[src/rtl/pair_check_pkg.sv]
// pair_check_pkg
// Shared encodings and constants for the count pair checker.
//   state_e : FSM state encodings (IDLE, TRACK, ERROR)
//   step_e  : step classification codes reported on step_kind
//   A_CARRY_VAL, STEP_BIG, STEP_SMALL : classification constants
package pair_check_pkg;

  typedef enum logic [1:0] {
    ST_IDLE  = 2'b00,
    ST_TRACK = 2'b01,
    ST_ERROR = 2'b10
  } state_e;

  typedef enum logic [1:0] {
    STEP_HOLD    = 2'b00,
    STEP_PLUS1   = 2'b01,
    STEP_PLUS3   = 2'b10,
    STEP_ILLEGAL = 2'b11
  } step_e;

  // A value from which B is allowed to advance by one (A carries into B).
  localparam logic [3:0] A_CARRY_VAL = 4'd7;
  localparam logic [3:0] STEP_BIG    = 4'd3;
  localparam logic [3:0] STEP_SMALL  = 4'd1;

endpackage

[src/rtl/nibble_delta_classify.sv]
// nibble_delta_classify
// Combinational delta computation and step classification for a pair of
// producer words {B[7:4], A[3:0]}. Deltas are modulo 16, so wrap is legal.
// Ports:
//   prev_word  in  8  previous (baseline) word
//   cur_word   in  8  current word
//   delta_a    out 4  (A_cur - A_prev) mod 16
//   delta_b    out 4  (B_cur - B_prev) mod 16
//   step_kind  out 2  hold / plus1 / plus3 / illegal
module nibble_delta_classify
  import pair_check_pkg::*;
(
  input  logic [7:0] prev_word,
  input  logic [7:0] cur_word,
  output logic [3:0] delta_a,
  output logic [3:0] delta_b,
  output step_e      step_kind
);

  assign delta_a = cur_word[3:0] - prev_word[3:0];
  assign delta_b = cur_word[7:4] - prev_word[7:4];

  always_comb begin
    step_kind = STEP_ILLEGAL;
    if (delta_a != STEP_SMALL) begin
      step_kind = STEP_ILLEGAL;
    end else if (delta_b == 4'd0) begin
      step_kind = STEP_HOLD;
    end else if (delta_b == STEP_BIG) begin
      step_kind = STEP_PLUS3;
    end else if (delta_b == STEP_SMALL && prev_word[3:0] == A_CARRY_VAL) begin
      // B may only tick by one when A is leaving its carry value.
      step_kind = STEP_PLUS1;
    end else begin
      step_kind = STEP_ILLEGAL;
    end
  end

endmodule

[config.mk]
export PLATFORM = sky130hd
export DESIGN_NAME = nibble_delta_classify
export DESIGN_NICKNAME = d
export VERILOG_FILES = /design/src/rtl/pair_check_pkg.sv /design/src/rtl/nibble_delta_classify.sv
export SDC_FILE = /design/constraint.sdc
export NUM_CORES = 1
export LEC_CHECK = 0
export ABC_AREA = 1
export ABC_CLOCK_PERIOD_IN_PS = 1400
export CAP_MARGIN = 10
export CORE_AREA = 2 2 39 41
export DETAILED_ROUTE_END_ITERATION = 10
export DIE_AREA = 0 0 41 43
export GPL_ROUTABILITY_DRIVEN = 0
export GPL_TIMING_DRIVEN = 0
export PLACE_DENSITY = 0.66
export RECOVER_POWER = 100
export SYNTH_ARGS = -nofsm -noshare
export SYNTH_HDL_FRONTEND = slang
export SYNTH_SLANG_ARGS = --single-unit
[constraint.sdc]
create_clock -name vclk -period 1.4
set_input_delay 0.21 -clock vclk [all_inputs]
set_output_delay 0.21 -clock vclk [all_outputs]
set_load 0.005 [all_outputs]
# After elaboration in Yosys (flattened, before gate mapping)
# Cells that the tools add are included.
# op_classes
n_addsub	2
eq_ne	4
n_mux	4
n_reduce_logical	2
# ops
cell	count
2-to-1 mux 2 bit	4
subtractor 4 bit	2
equality test 4 x 1 -> 1 bit, second input constant	1
equality test 4 x 2 -> 1 bit, second input constant	1
equality test 4 x 3 -> 1 bit, second input constant	1
zero test 4 bit	1
!= test 4 x 1 -> 1 bit, second input constant	1
logical AND 1 bit	1
# word_totals
ff_bits	0
inputBits	16
output_inout_bits	10
elab_cells	12

# Depth between registers and ports, before layout
# depth
word_depth	7
depth_mapped	10
mapped_depth_nobuf	10

# Least setup slack after synthesis
# OpenSTA, ideal clock, no wires.
# synth_timing
kind	input-to-output
startpoint	input cur_word[0]
endpoint	output step_kind[0]
arrival_time_ns	1.259
t_required_ns	1.190
slack_ns	-0.069
path_stages	8
path_buffers	0
path_cell_list	inv_1 ha_1 inv_1 fa_1 nor2_1 nand2_1 nor2_1 nand2_1
# synth_via
elab_chain_cells	3
# synth_lines
item	line	rtl
start: declaration	nibble_delta_classify.sv:14	input logic [7:0] cur_word,
subtractor 4 bit	nibble_delta_classify.sv:20	assign delta_a = cur_word[3:0] - prev_word[3:0];
net delta_a[1]	nibble_delta_classify.sv:15	output logic [3:0] delta_a,
!= test 4 x 1 -> 1 bit	nibble_delta_classify.sv:25	if (delta_a != STEP_SMALL) begin
2-to-1 mux 2 bit	nibble_delta_classify.sv:25	
end: declaration	nibble_delta_classify.sv:17	output step_e step_kind
# The timed path passes the listed nets, and every way through them passes these cells.

# Worst setup path in the final report
# layout_timing
startpoint	input cur_word[4]
endpoint	output step_kind[0]
# layout_via
elab_chain_cells	5
elab_cells_between_ends	6
cone_classes	add/sub: 1; eq/ne: 1; mux: 3; reduce/logical: 1
# layout_lines
item	line	rtl
subtractor 4 bit (*)	nibble_delta_classify.sv:21	assign delta_b = cur_word[7:4] - prev_word[7:4];
equality test 4 x 2 -> 1 bit	nibble_delta_classify.sv:29	end else if (delta_b == STEP_BIG) begin
2-to-1 mux 2 bit	nibble_delta_classify.sv:29	
2-to-1 mux 2 bit (*)	nibble_delta_classify.sv:27	end else if (delta_b == 4'd0) begin
2-to-1 mux 2 bit (*)	nibble_delta_classify.sv:25	
# Mark *: on every way between the ends. The rest lies on a longest branch, timed or not.

==> impl_metrics.xml <==
<?xml version="1.0" encoding="UTF-8"?>
<metrics>
  <group name="grt">
    <metric name="grt_first_pass_wirelength" unit="mm">1.63</metric>
    <metric name="overall_fraction_of_global_route_tracks_in_use" unit="">0.127</metric>
    <metric name="antenna_found_initial" unit="">0</metric>
    <metric name="grt_max_degree" unit="">4</metric>
    <metric name="gr-total-overflow" unit="">0</metric>
    <metric name="grt_pass1_vias" unit="">454</metric>
  </group>
  <group name="status">
    <metric name="violations" unit="">negative setup slack</metric>
    <metric name="run_status" unit="">finished, violations left</metric>
  </group>
  <group name="place">
    <metric name="placement.cell_area" unit="sq um">671</metric>
    <metric name="detailedPlacementHpwl" unit="microns">779</metric>
    <metric name="numPortBuffers" unit="">26</metric>
  </group>
  <group name="detailed_routing">
    <metric name="dr_total_vias" unit="">464</metric>
    <metric name="finalWirelength" unit="mm">1.10</metric>
    <metric name="post-route-drc-count" unit="">0</metric>
    <metric name="dr.first_iter.drc_count" unit="">0</metric>
    <metric name="viasPerCell" unit="">4.30</metric>
    <metric name="drt_pre_antenna_iters" unit="">1</metric>
    <metric name="ant_nets" unit="">0</metric>
    <metric name="routed_wire_length_per_instance" unit="microns">10.2</metric>
  </group>
  <group name="timing">
    <metric name="achievable-frequency" unit="MHz">597</metric>
    <metric name="tightestPinTransition" unit="ns">0.196</metric>
    <metric name="final_hold_viol_count" unit="">0</metric>
    <metric name="max_slew_margin" unit="">0.869</metric>
    <metric name="hold_slack" unit="ns">0.886</metric>
    <metric name="rsz0062_at_grt" unit="">true</metric>
    <metric name="period_share" unit="">1.20</metric>
    <metric name="finalSetupViolations" unit="">6</metric>
    <metric name="post-route-worst-setup-slack" unit="ns">-0.275</metric>
    <metric name="finalWorstPathRequiredPeriod" unit="ns">1.68</metric>
    <metric name="report.final.slew_viol_count" unit="">0</metric>
  </group>
  <group name="final_layout">
    <metric name="synthToLayoutAreaGrowth" unit="%">140</metric>
    <metric name="clock_buffers" unit="">0</metric>
    <metric name="diode_count" unit="">0</metric>
    <metric name="design.final.nets" unit="">118</metric>
    <metric name="design.seq.count" unit="">0</metric>
    <metric name="final-seq-area" unit="sq um">0</metric>
    <metric name="drive_above_1_share" unit="">0.652</metric>
    <metric name="cell_area_after_layout" unit="sq um">830</metric>
  </group>
  <group name="yosys">
    <metric name="avgSynthCellArea" unit="sq um">6.17</metric>
    <metric name="synth.net_count" unit="">80</metric>
    <metric name="number_of_warnings_printed_during_yosys_synthesis" unit="">0</metric>
    <metric name="netlist_area" unit="sq um">345</metric>
    <metric name="synth_cell_type_count" unit="">13</metric>
    <metric name="number_of_instances_in_the_synthesized_netlist" unit="">56</metric>
    <metric name="yosysSeqAreaShare" unit="">0</metric>
  </group>
  <group name="power">
    <metric name="vdd.ir_drop.worst" unit="mV">0.200</metric>
    <metric name="power.leakage" unit="uW">0.000413</metric>
    <metric name="post-layout-total-power" unit="uW">384</metric>
    <metric name="powerDensity" unit="nW/um^2">462</metric>
  </group>
  <group name="critical_path">
    <metric name="worst_path_max_delay_cell" unit="">fa_2</metric>
    <metric name="critPathMaxStageDelay" unit="ns">0.46</metric>
    <metric name="series_of_cell_instances_along_the_critical_path" unit="">buf_6 &gt; inv_4 &gt; ha_4 &gt; inv_4 &gt; fa_2 &gt; buf_6 &gt; xnor2_2 &gt; nor2_1 &gt; nand2_1 &gt; buf_2</metric>
    <metric name="timing.setup.critical_path_class" unit="">in2out</metric>
    <metric name="critical_path.startpoint_type" unit="">primary input</metric>
    <metric name="worst_path_dominant_cell_family" unit="">adder cells</metric>
    <metric name="setup.worst_path.start" unit="">cur_word[4]</metric>
    <metric name="crit_path_max_fanout" unit="">3</metric>
    <metric name="arrival" unit="ns">1.47</metric>
    <metric name="timing.critical_path.depth" unit="">10</metric>
    <metric name="worst-path-buf-inv" unit="">5</metric>
    <metric name="worst_setup_path_endpoint" unit="">step_kind[0]</metric>
    <metric name="endpoint_kind" unit="">output port</metric>
    <metric name="critPathRequiredTime" unit="ns">1.19</metric>
  </group>
  <group name="floorplanning">
    <metric name="io_pins" unit="">26</metric>
    <metric name="core_area" unit="sq um">1380</metric>
    <metric name="number_of_standard_cell_rows_in_the_floorplan" unit="">14</metric>
    <metric name="initial_core_util" unit="">0.250</metric>
    <metric name="die_area" unit="sq um">1760</metric>
    <metric name="chipHeight" unit="microns">43</metric>
    <metric name="die_width" unit="microns">41</metric>
  </group>
  <group name="cts">
    <metric name="cts_hold_buffers" unit="">0</metric>
  </group>
  <group name="hold_path">
    <metric name="min-delay-path-class" unit="">in2out</metric>
  </group>
  <group name="job">
    <metric name="timing.max_cap.violations" unit="">0</metric>
  </group>
</metrics>
[layout make-up]
| cell class | instances | area (sq um) |
|---|---|---|
| tap | 16 | 20.0 |
| timing repair buffer | 36 | 317 |
| inverter | 16 | 82.6 |
| fill | 137 | 554 |
| multi-input combinational | 40 | 410 |
[stage by stage]
stage,setup TNS (ns),std cells,utilization,setup WS (ns)
after CTS,-0.914,106,0.566,-0.288
after detailed placement,-7.54,98,0.485,-1.06
after global routing,-1.27,108,0.599,-0.337
after global placement,-7.45,98,0.485,-1.07
final,-0.921,108,0.599,-0.275
after floorplan,0,56,-,0.0000333
[worst min-delay path by stage]
stage	startpoint	end	slack, ns	depth (start not counted)
after floorplan	prev_word[0]	delta_a[0]	0.56	2
after global placement	prev_word[4]	delta_b[0]	1.53	4
after detailed placement	cur_word[7]	delta_b[3]	1.53	6
after CTS	prev_word[1]	delta_a[1]	0.90	4
after global routing	cur_word[1]	delta_a[1]	0.92	3
final	cur_word[1]	delta_a[1]	0.89	3
[layer usage]
layer	GRT usage	vias up	share of wire	wire, microns
li1	-	241	-	-
met1	0.115	202	0.31	337
met2	0.278	21	0.58	640
met3	0.0105	0	0.11	123
met4	0	0	0	0
met5	0	-	0	0
[synth_stat cells]
library cell / instances / share of area
a21oi_2: 1 / 0.025
fa_1: 2 / 0.12
ha_1: 6 / 0.22
inv_1: 16 / 0.17
nand2_1: 14 / 0.15
nand2_2: 1 / 0.018
nand3_1: 2 / 0.029
nand3_2: 2 / 0.058
nor2_1: 5 / 0.054
nor3_1: 1 / 0.014
o21bai_1: 1 / 0.022
or2_1: 1 / 0.018
xnor2_1: 4 / 0.10
[layout by cell type (no fill, tap or decap), types with 2 or more instances in the layout]
master,synthesis,routed
buf_2,0,9
buf_4,0,5
buf_6,0,11
clkdlybuf4s15_2,0,2
clkdlybuf4s50_1,0,4
dlygate4sd2_1,0,2
fa_2,0,2
ha_4,0,5
inv_1,16,6
inv_2,0,5
inv_4,0,4
nand2_1,14,11
nand2_2,1,4
nand3_2,2,4
nor2_1,5,4
xnor2_2,0,4
[kinds of logic after synthesis]
| family | Yosys count | synth area share |
|---|---|---|
| fa+ha+maj | 8 | 0.333 |
| buf+inv | 16 | 0.174 |
| xor+xnor | 4 | 0.101 |
| compound gates | 2 | 0.0471 |
| simple gates | 26 | 0.344 |
[where the power goes]
group          switching (uW)  total (uW)  internal, uW
clock network               0           0             0
logic                     153         384           230
registers                   0           0             0
total                     153         384           230
[what timing repair did]
action                                  4_1_cts  5_1_grt
pin swaps                                    25       15
setup buffers                                 9        3
gates resized for setup                     104       10
hold endpoints to repair                      0        0
endpoints found under the setup margin       10        8
Note: power is estimated with default switching activity, not from simulation.
